$ cat config.mk
export PLATFORM = sky130hd
export DESIGN_NAME = cache_flush_ctrl_flat
export DESIGN_NICKNAME = d
export VERILOG_FILES = /design/src/rtl/cache_pkg.sv /design/src/rtl/cache_flush_ctrl_if.sv /design/src/rtl/cache_walk_cnt.sv /design/src/rtl/cache_flush_ctrl.sv /design/src/flat_wrapper.sv
export SDC_FILE = /design/constraint.sdc
export NUM_CORES = 1
export LEC_CHECK = 0
export BUFFER_PORTS_ARGS = -buffer_cell sky130_fd_sc_hd__buf_4
export CORE_ASPECT_RATIO = 0.9
export CORE_MARGIN = 1.5
export CORE_UTILIZATION = 30
export CTS_CLUSTER_DIAMETER = 50
export DETAILED_ROUTE_END_ITERATION = 10
export PLACE_DENSITY = 0.65
export SYNTH_ARGS = -nofsm -noshare
export SYNTH_HDL_FRONTEND = slang
export SYNTH_SLANG_ARGS = --single-unit
export TNS_END_PERCENT = 100
$ cat constraint.sdc
create_clock -name clk -period 4.6 [get_ports clk]
set_input_delay 1.38 -clock clk [delete_from_list [all_inputs] [get_ports clk]]
set_output_delay 1.38 -clock clk [all_outputs]
set_load 0.05 [all_outputs]
$ cat src/rtl/cache_pkg.sv
// Shared types and width helpers for the data-cache flush sequencer.
package cache_pkg;

   // Walk modes; the raw encoding 2'b11 is folded onto FL_FLUSH by decode_mode.
   typedef enum logic [1:0] {
      FL_FLUSH = 2'b00,
      FL_CLEAN = 2'b01,
      FL_INVAL = 2'b10
   } fl_mode_e;

   typedef enum logic [2:0] {
      ST_IDLE,
      ST_RD_TAG,
      ST_CHK,
      ST_WB_RD,
      ST_WB_SEND,
      ST_UPD,
      ST_NEXT,
      ST_DONE
   } fl_state_e;

   localparam int LINES_WB_W = 16;

   // Index width that never collapses to zero (a direct-mapped cache still needs a way bit).
   function automatic int idx_w(input int n);
      return (n > 1) ? $clog2(n) : 1;
   endfunction

   function automatic fl_mode_e decode_mode(input logic [1:0] raw);
      case (raw)
         2'b01:   return FL_CLEAN;
         2'b10:   return FL_INVAL;
         default: return FL_FLUSH;
      endcase
   endfunction

endpackage

$ cat src/rtl/cache_flush_ctrl_if.sv
// Tag/data array and write-back memory port of the flush sequencer.
// Handshake: mem_req is valid; a word transfers on any cycle where mem_req and
// mem_gnt are both high; mem_addr/mem_wdata/mem_last stay stable while mem_req
// waits for mem_gnt, and mem_req never depends combinationally on mem_gnt.
interface cache_flush_ctrl_if #(
   parameter int SETS       = 64,
   parameter int WAYS       = 4,
   parameter int LINE_WORDS = 8,
   parameter int DATA_W     = 32,
   parameter int ADDR_W     = 32
);
   import cache_pkg::*;

   localparam int SET_W  = $clog2(SETS);
   localparam int WAY_W  = idx_w(WAYS);
   localparam int WORD_W = $clog2(LINE_WORDS);
   localparam int BYTE_W = $clog2(DATA_W / 8);
   localparam int TAG_W  = ADDR_W - SET_W - WORD_W - BYTE_W;

   logic [SET_W-1:0]  arr_set;
   logic [WAY_W-1:0]  arr_way;
   logic              ta_rd;
   logic              ta_valid;
   logic              ta_dirty;
   logic [TAG_W-1:0]  ta_tag;
   logic              ta_wr;
   logic              ta_wr_valid;
   logic              ta_wr_dirty;
   logic              da_rd;
   logic [WORD_W-1:0] da_word;
   logic [DATA_W-1:0] da_rdata;
   logic              mem_req;
   logic              mem_gnt;
   logic [ADDR_W-1:0] mem_addr;
   logic [DATA_W-1:0] mem_wdata;
   logic              mem_last;

   modport master (
      output arr_set, arr_way, ta_rd, ta_wr, ta_wr_valid, ta_wr_dirty,
      output da_rd, da_word, mem_req, mem_addr, mem_wdata, mem_last,
      input  ta_valid, ta_dirty, ta_tag, da_rdata, mem_gnt
   );

   modport slave (
      input  arr_set, arr_way, ta_rd, ta_wr, ta_wr_valid, ta_wr_dirty,
      input  da_rd, da_word, mem_req, mem_addr, mem_wdata, mem_last,
      output ta_valid, ta_dirty, ta_tag, da_rdata, mem_gnt
   );

endinterface

$ cat src/rtl/cache_walk_cnt.sv
// Set/way/word position counters for the flush walk, with terminal flags.
module cache_walk_cnt
   import cache_pkg::*;
#(
   parameter int SETS       = 64,
   parameter int WAYS       = 4,
   parameter int LINE_WORDS = 8,
   parameter int SET_W      = $clog2(SETS),
   parameter int WAY_W      = idx_w(WAYS),
   parameter int WORD_W     = $clog2(LINE_WORDS)
) (
   input  logic              clk,
   input  logic              rst,
   input  logic              clr,
   input  logic              way_step,
   input  logic              word_step,
   output logic [SET_W-1:0]  set_idx,
   output logic [WAY_W-1:0]  way_idx,
   output logic [WORD_W-1:0] word_idx,
   output logic              last_set,
   output logic              last_way,
   output logic              last_word
);

   assign last_set  = (set_idx == SET_W'(SETS - 1));
   assign last_way  = (way_idx == WAY_W'(WAYS - 1));
   assign last_word = (word_idx == WORD_W'(LINE_WORDS - 1));

   // Way steps first and carries into set; word wraps back to 0 after the last word of a line.
   always_ff @(posedge clk or posedge rst) begin
      if (rst) begin
         set_idx  <= '0;
         way_idx  <= '0;
         word_idx <= '0;
      end else if (clr) begin
         set_idx  <= '0;
         way_idx  <= '0;
         word_idx <= '0;
      end else begin
         if (way_step) begin
            if (last_way) begin
               way_idx <= '0;
               set_idx <= last_set ? '0 : set_idx + 1'b1;
            end else begin
               way_idx <= way_idx + 1'b1;
            end
         end
         if (word_step) begin
            word_idx <= last_word ? '0 : word_idx + 1'b1;
         end
      end
   end

endmodule

$ cat src/rtl/cache_flush_ctrl.sv
// Flush / clean / invalidate sequencer: walks every set and way, writes dirty
// lines back word by word, then rewrites the tag state of each touched line.
module cache_flush_ctrl
   import cache_pkg::*;
#(
   parameter int SETS       = 64,
   parameter int WAYS       = 4,
   parameter int LINE_WORDS = 8,
   parameter int DATA_W     = 32,
   parameter int ADDR_W     = 32
) (
   input  logic                  clk,
   input  logic                  rst,
   input  logic                  fl_start,
   input  logic [1:0]            fl_mode,
   output logic                  fl_busy,
   output logic                  fl_complete,
   output logic [LINES_WB_W-1:0] fl_lines_wb,
   output fl_state_e             dbg_state,
   cache_flush_ctrl_if.master    bus
);

   localparam int SET_W  = $clog2(SETS);
   localparam int WAY_W  = idx_w(WAYS);
   localparam int WORD_W = $clog2(LINE_WORDS);
   localparam int BYTE_W = $clog2(DATA_W / 8);
   localparam int TAG_W  = ADDR_W - SET_W - WORD_W - BYTE_W;
   localparam int OFF_W  = WORD_W + BYTE_W;

   fl_state_e         state_q, state_d;
   fl_mode_e          mode_q;
   logic [TAG_W-1:0]  tag_q;
   logic [DATA_W-1:0] wdata_q;
   logic              rd_pend_q;

   logic [SET_W-1:0]  set_idx;
   logic [WAY_W-1:0]  way_idx;
   logic [WORD_W-1:0] word_idx;
   logic              last_set, last_way, last_word;

   logic              cnt_clr, way_step, word_step;
   logic              start_ok, tag_ld, wb_done, walk_end;

   cache_walk_cnt #(
      .SETS       (SETS),
      .WAYS       (WAYS),
      .LINE_WORDS (LINE_WORDS)
   ) u_cnt (
      .clk       (clk),
      .rst       (rst),
      .clr       (cnt_clr),
      .way_step  (way_step),
      .word_step (word_step),
      .set_idx   (set_idx),
      .way_idx   (way_idx),
      .word_idx  (word_idx),
      .last_set  (last_set),
      .last_way  (last_way),
      .last_word (last_word)
   );

   assign bus.arr_set     = set_idx;
   assign bus.arr_way     = way_idx;
   assign bus.da_word     = word_idx;
   assign bus.ta_wr_dirty = 1'b0;
   assign bus.mem_last    = bus.mem_req & last_word;
   assign bus.mem_addr    = (ADDR_W'(tag_q) << (SET_W + OFF_W))
                          | (ADDR_W'(set_idx) << OFF_W)
                          | (ADDR_W'(word_idx) << BYTE_W);
   // The array presents da_rdata only in the cycle after da_rd; forward it then,
   // and replay the captured copy for as long as the memory stalls.
   assign bus.mem_wdata   = rd_pend_q ? bus.da_rdata : wdata_q;
   assign dbg_state       = state_q;

   // State register.
   always_ff @(posedge clk or posedge rst) begin
      if (rst) state_q <= ST_IDLE;
      else     state_q <= state_d;
   end

   // Next state and Moore strobes; mem_req depends on state only.
   always_comb begin
      state_d         = state_q;
      cnt_clr         = 1'b0;
      way_step        = 1'b0;
      word_step       = 1'b0;
      start_ok        = 1'b0;
      tag_ld          = 1'b0;
      wb_done         = 1'b0;
      walk_end        = 1'b0;
      bus.ta_rd       = 1'b0;
      bus.ta_wr       = 1'b0;
      bus.ta_wr_valid = 1'b0;
      bus.da_rd       = 1'b0;
      bus.mem_req     = 1'b0;
      case (state_q)
         ST_IDLE, ST_DONE: begin
            if (fl_start) begin
               state_d  = ST_RD_TAG;
               cnt_clr  = 1'b1;
               start_ok = 1'b1;
            end
         end
         ST_RD_TAG: begin
            bus.ta_rd = 1'b1;
            state_d   = ST_CHK;
         end
         ST_CHK: begin
            if (!bus.ta_valid)             state_d = ST_NEXT;
            else if (mode_q == FL_INVAL)   state_d = ST_UPD;
            else if (bus.ta_dirty) begin
               state_d = ST_WB_RD;
               tag_ld  = 1'b1;
            end
            else if (mode_q == FL_FLUSH)   state_d = ST_UPD;
            else                           state_d = ST_NEXT;
         end
         ST_WB_RD: begin
            bus.da_rd = 1'b1;
            state_d   = ST_WB_SEND;
         end
         ST_WB_SEND: begin
            bus.mem_req = 1'b1;
            if (bus.mem_gnt) begin
               word_step = 1'b1;
               if (last_word) begin
                  wb_done = 1'b1;
                  state_d = ST_UPD;
               end else begin
                  state_d = ST_WB_RD;
               end
            end
         end
         ST_UPD: begin
            bus.ta_wr       = 1'b1;
            bus.ta_wr_valid = (mode_q == FL_CLEAN);
            state_d         = ST_NEXT;
         end
         ST_NEXT: begin
            way_step = 1'b1;
            if (last_way && last_set) begin
               walk_end = 1'b1;
               state_d  = ST_DONE;
            end else begin
               state_d  = ST_RD_TAG;
            end
         end
         default: state_d = ST_IDLE;
      endcase
   end

   // Walk bookkeeping: latched mode/tag, status flags, write-back count, data capture.
   always_ff @(posedge clk or posedge rst) begin
      if (rst) begin
         mode_q      <= FL_FLUSH;
         tag_q       <= '0;
         fl_busy     <= 1'b0;
         fl_complete <= 1'b0;
         fl_lines_wb <= '0;
         rd_pend_q   <= 1'b0;
         wdata_q     <= '0;
      end else begin
         rd_pend_q <= bus.da_rd;
         if (rd_pend_q) wdata_q <= bus.da_rdata;
         if (tag_ld)    tag_q   <= bus.ta_tag;
         if (start_ok) begin
            mode_q      <= decode_mode(fl_mode);
            fl_busy     <= 1'b1;
            fl_complete <= 1'b0;
            fl_lines_wb <= '0;
         end
         if (wb_done && (fl_lines_wb != {LINES_WB_W{1'b1}})) begin
            fl_lines_wb <= fl_lines_wb + 1'b1;
         end
         if (walk_end) begin
            fl_busy     <= 1'b0;
            fl_complete <= 1'b1;
         end
      end
   end

endmodule

$ cat src/flat_wrapper.sv
// flat-port wrapper written by rule: the top's interface ports become plain ports
module cache_flush_ctrl_flat import cache_pkg::*;
#(
   parameter int SETS       = 64,
   parameter int WAYS       = 4,
   parameter int LINE_WORDS = 8,
   parameter int DATA_W     = 32,
   parameter int ADDR_W     = 32
)
  (clk, rst, fl_start, fl_mode, fl_busy, fl_complete, fl_lines_wb, dbg_state, bus_arr_set, bus_arr_way, bus_ta_rd, bus_ta_wr, bus_ta_wr_valid, bus_ta_wr_dirty, bus_da_rd, bus_da_word, bus_mem_req, bus_mem_addr, bus_mem_wdata, bus_mem_last, bus_ta_valid, bus_ta_dirty, bus_ta_tag, bus_da_rdata, bus_mem_gnt);
  cache_flush_ctrl_if #(.SETS(SETS), .WAYS(WAYS), .LINE_WORDS(LINE_WORDS), .DATA_W(DATA_W), .ADDR_W(ADDR_W)) bus_i ();
  input  logic clk;
  input  logic rst;
  input  logic fl_start;
  input  logic [1:0] fl_mode;
  output logic fl_busy;
  output logic fl_complete;
  output logic [LINES_WB_W-1:0] fl_lines_wb;
  output fl_state_e dbg_state;
  output wire logic [$bits(bus_i.arr_set)-1:0] bus_arr_set;
  output wire logic [$bits(bus_i.arr_way)-1:0] bus_arr_way;
  output wire logic [$bits(bus_i.ta_rd)-1:0] bus_ta_rd;
  output wire logic [$bits(bus_i.ta_wr)-1:0] bus_ta_wr;
  output wire logic [$bits(bus_i.ta_wr_valid)-1:0] bus_ta_wr_valid;
  output wire logic [$bits(bus_i.ta_wr_dirty)-1:0] bus_ta_wr_dirty;
  output wire logic [$bits(bus_i.da_rd)-1:0] bus_da_rd;
  output wire logic [$bits(bus_i.da_word)-1:0] bus_da_word;
  output wire logic [$bits(bus_i.mem_req)-1:0] bus_mem_req;
  output wire logic [$bits(bus_i.mem_addr)-1:0] bus_mem_addr;
  output wire logic [$bits(bus_i.mem_wdata)-1:0] bus_mem_wdata;
  output wire logic [$bits(bus_i.mem_last)-1:0] bus_mem_last;
  input wire logic [$bits(bus_i.ta_valid)-1:0] bus_ta_valid;
  input wire logic [$bits(bus_i.ta_dirty)-1:0] bus_ta_dirty;
  input wire logic [$bits(bus_i.ta_tag)-1:0] bus_ta_tag;
  input wire logic [$bits(bus_i.da_rdata)-1:0] bus_da_rdata;
  input wire logic [$bits(bus_i.mem_gnt)-1:0] bus_mem_gnt;
  assign bus_arr_set = bus_i.arr_set;
  assign bus_arr_way = bus_i.arr_way;
  assign bus_ta_rd = bus_i.ta_rd;
  assign bus_ta_wr = bus_i.ta_wr;
  assign bus_ta_wr_valid = bus_i.ta_wr_valid;
  assign bus_ta_wr_dirty = bus_i.ta_wr_dirty;
  assign bus_da_rd = bus_i.da_rd;
  assign bus_da_word = bus_i.da_word;
  assign bus_mem_req = bus_i.mem_req;
  assign bus_mem_addr = bus_i.mem_addr;
  assign bus_mem_wdata = bus_i.mem_wdata;
  assign bus_mem_last = bus_i.mem_last;
  assign bus_i.ta_valid = bus_ta_valid;
  assign bus_i.ta_dirty = bus_ta_dirty;
  assign bus_i.ta_tag = bus_ta_tag;
  assign bus_i.da_rdata = bus_da_rdata;
  assign bus_i.mem_gnt = bus_mem_gnt;
  cache_flush_ctrl #(.SETS(SETS), .WAYS(WAYS), .LINE_WORDS(LINE_WORDS), .DATA_W(DATA_W), .ADDR_W(ADDR_W)) u_core (.clk(clk), .rst(rst), .fl_start(fl_start), .fl_mode(fl_mode), .fl_busy(fl_busy), .fl_complete(fl_complete), .fl_lines_wb(fl_lines_wb), .dbg_state(dbg_state), .bus(bus_i));
endmodule
==> summary.md <==
| Metric | Value |
|---|---|
| Outcome | finished, final reports clean |
| Worst path depth | 3 |
| Startpoint types | primary input |
| Lkg Pwr | 2.67 nW |
| Mapped Cells | 347 |
| Power Density | 783 nW/um^2 |
| Worst R2R Path Depth | 5 |
| Data arrival time of the critical path | 1960 ps |
| Critical path required time | 3220 ps |
| Die H | 113 um |
| RSZ-0062 raised after global routing | false |
| Die span in x | 125 um |
| Synth warn | 0 |
| First-pass GRT wire length | 15700 um |
| Largest net degree at the start of global routing | 48 |
| DRC | 0 |
| Delay-heaviest family, CP | buffers and inverters |
| Synthesis-stage register bit count | 88 |
| Top Ports | 164 |
| Async S/R FF share, synth | 1.00 |
| Internal power | 2.30 mW |
| CTS Buf Count | 9 |
| Gpl congestion | 0.801 |
| Clock skew | 5.19 ps |
| Clk Latency, worst-skew pair | 340 ps |
| Syn Area/Cell | 11.6 um^2 |
| DP Worst Slack | 1260 ps |
| # Max-Cap Violations | 0 |
| CTS tree | done |
| Core ar. | 13300 um^2 |
| CTS max path bufs | 2 |
| Crit Path Category | primary input to primary output |
| Synthesis-to-finish area growth | 39.7% |
| H-tree levels | 3 |
| Tot GR Track Use | 0.140 |
| P_sw | 2.12 mW |
| Setup bufs post-CTS | 0 |
| Initial Util | 0.305 |
| Via count | 3234 |
| Post-synthesis sequential area ratio | 0.545 |
| Standard-cell rows | 40 |
| Worst min-delay path class | flop to flop |
| DIE AREA | 14200 um^2 |
| Vias/cell | 4.84 |
| Placed Cells incl. Taps | 653 |
| Part of the power in combinational logic | 0.542 |
| Top_reg_cell synth | dfrtp_1 |
| TritonRoute pass-1 iters | 4 |
| Port buffer count | 160 |
| Reg clk slew, reported paths | 60 ps |
| Post-cts sizing count | 0 |
| Commonest non-fill, non-tap cell in the layout | buf_4 |
| Cell Chain, Critical Path | buf_4 > mux2_2 > buf_4 |
| Placed wire-length estimate | 7190 um |
| Yosys top cell by area | dfrtp_1 |
| Seq pwr share | 0.281 |
| Setup tns final | 0 ps |
| Fin crit period | 3340 ps |
| CTS root buf | clkbuf_16 |
| Clock share of power | 0.178 |
| Fin. max-slew vios | 0 |
| Commonest cells after routing, fill and taps aside | 164 x buf_4, 88 x dfrtp_1, 49 x mux2_2 |
| Synthesized cell area | 4040 um^2 |
| Final setup violation count | 0 |
| Routed Antenna Nets | 0 |
| EDFF count, synth | 0 |
| Final period util | 0.726 |
| Crit path buf inv count | 2 |
| CP endpoint kind | primary output |
| Final Non-Filler Cells | 668 |
| Final Hold Fails | 0 |
| Clock Sink Count | 88 |
| Max Clock Freq | 0.300 GHz |
| Vias in the first global route | 3119 |
| Max incr delay on CP | 270 ps |
| Grt total ovfl | 0 |
| Layout cells sized above 1 | 0.480 |
| Min Hold Slack | 489 ps |
| Finished Cell Area | 5640 um^2 |
| Yosys cell types | 52 |
| CP Max Fanout | 2 |
| Initial antenna violation count | 0 |
| Worst vdd ir | 302 uV |
| Core Util, Final | 0.426 |
| Cell area after placement | 5320 um^2 |
| Top cell by count, worst path | buf_4 |
| WHS Path Cells | 1 |
| Highest-delay cell along the critical path | mux2_2 |
| Synth top area share | 0.545 |
| Worst Max-Slew Pin Slew | 878 ps |
| Routed wire length | 9900 um |
| Synth top area cells | dfrtp_1 55%, mux2_2 14%, buf_4 2.6%, nand2_1 2.3%, nand3_1 2.1% |
| Slew HR | 0.415 |
| Antenna diodes | 0 |
| Switching Share | 0.479 |
| Overall Power | 4.42 mW |
| DRT iter0 DRCs | 155 |
| Layout net count | 562 |
| Drt wl/cell | 14.8 um |
| Setup ws final | 1260 ps |
| Hold Buf Count CTS | 0 |
==> area by class of cell <==
class	instances	area, um^2
clock buffers	10	239
clock inverters	5	81.3
fillers	1282	7620
inverters	6	23.8
multi-input cells	227	1660
flip-flops and latches	88	2200
well taps	168	210
repair buffers	164	1230
==> cell families (layout without fill, tap and decap cells) <==
group                      after synthesis  in the layout  synth area share
AOI/OAI and AO/OA                       65             65             0.107
other                                    1              3          0.000928
xor gates and xnor gates                 2              2           0.00434
buffers and inverters                   34            185            0.0477
DFF                                     88             88             0.545
and+or+nand+nor                         98             98             0.129
muxes                                   54             54             0.150
adders and majority gates                5              5            0.0155
==> worst register-to-register path, stage by stage, from the launching register on <==
cell,delay [ps]
dfrtp_1,710
nor3b_4,470
nand3_4,170
a21oi_2,680
o21ai_0,230
a31oi_1,220
==> registers in the layout, summed over array words and instances, names as in the netlist <==
signal / cells
u_core.dbg_state: 3
u_core.fl_busy: 1
u_core.fl_complete: 1
u_core.fl_lines_wb: 16
u_core.mode_q: 2
u_core.rd_pend_q: 1
u_core.tag_q: 21
u_core.u_cnt.set_idx: 6
u_core.u_cnt.way_idx: 2
u_core.u_cnt.word_idx: 3
u_core.wdata_q: 32
==> synthesized netlist by cell type (5+ instances only) <==
| master | number |
|---|---|
| nor3_1 | 6 |
| mux2_2 | 49 |
| a41oi_1 | 5 |
| nand2b_1 | 5 |
| nand2_1 | 25 |
| inv_1 | 6 |
| dfrtp_1 | 88 |
| nand3_1 | 17 |
| a21oi_1 | 15 |
| ha_1 | 5 |
| nor2_1 | 16 |
| o21ai_0 | 12 |
| buf_4 | 14 |
| a31oi_1 | 12 |
| clkbuf_1 | 6 |
| and2_1 | 5 |
==> worst paths after layout <==
kind                                                  from  slack [ps]                           endpoint
max reg2reg                u_core.dbg_state[2]$_DFFE_PP0P_        2050  u_core.fl_lines_wb[6]$_DFFE_PP0P_
min                           u_core.tag_q[11]$_DFFE_PP0P_         490       u_core.tag_q[11]$_DFFE_PP0P_
max                                        bus_da_rdata[5]        1260                   bus_mem_wdata[5]
min reg2reg                   u_core.tag_q[11]$_DFFE_PP0P_         490       u_core.tag_q[11]$_DFFE_PP0P_
min in group asynchronous                              rst        1180       u_core.wdata_q[25]$_DFF_PP0_
max in group asynchronous                              rst        2600        u_core.wdata_q[9]$_DFF_PP0_
==> power groups by stage <==
stage / logic (mW) / registers [mW] / clock network (mW)
global route: 2.50 / 1.28 / 0.843
floorplan: 1.36 / 1.63 / 0
finish: 2.39 / 1.24 / 0.785
detailed placement: 2.42 / 1.26 / 0
global placement: 2.39 / 1.24 / 0
CTS: 2.42 / 1.24 / 0.813
==> per-layer routing <==
layer	vias to the layer above	wire, um	track usage
met4	0	90	0.0379
met1	1559	4430	0.184
li1	1547	-	-
met5	-	0	0
met2	119	4650	0.216
met3	9	726	0.0558
(Power assumes the default switching activity.)
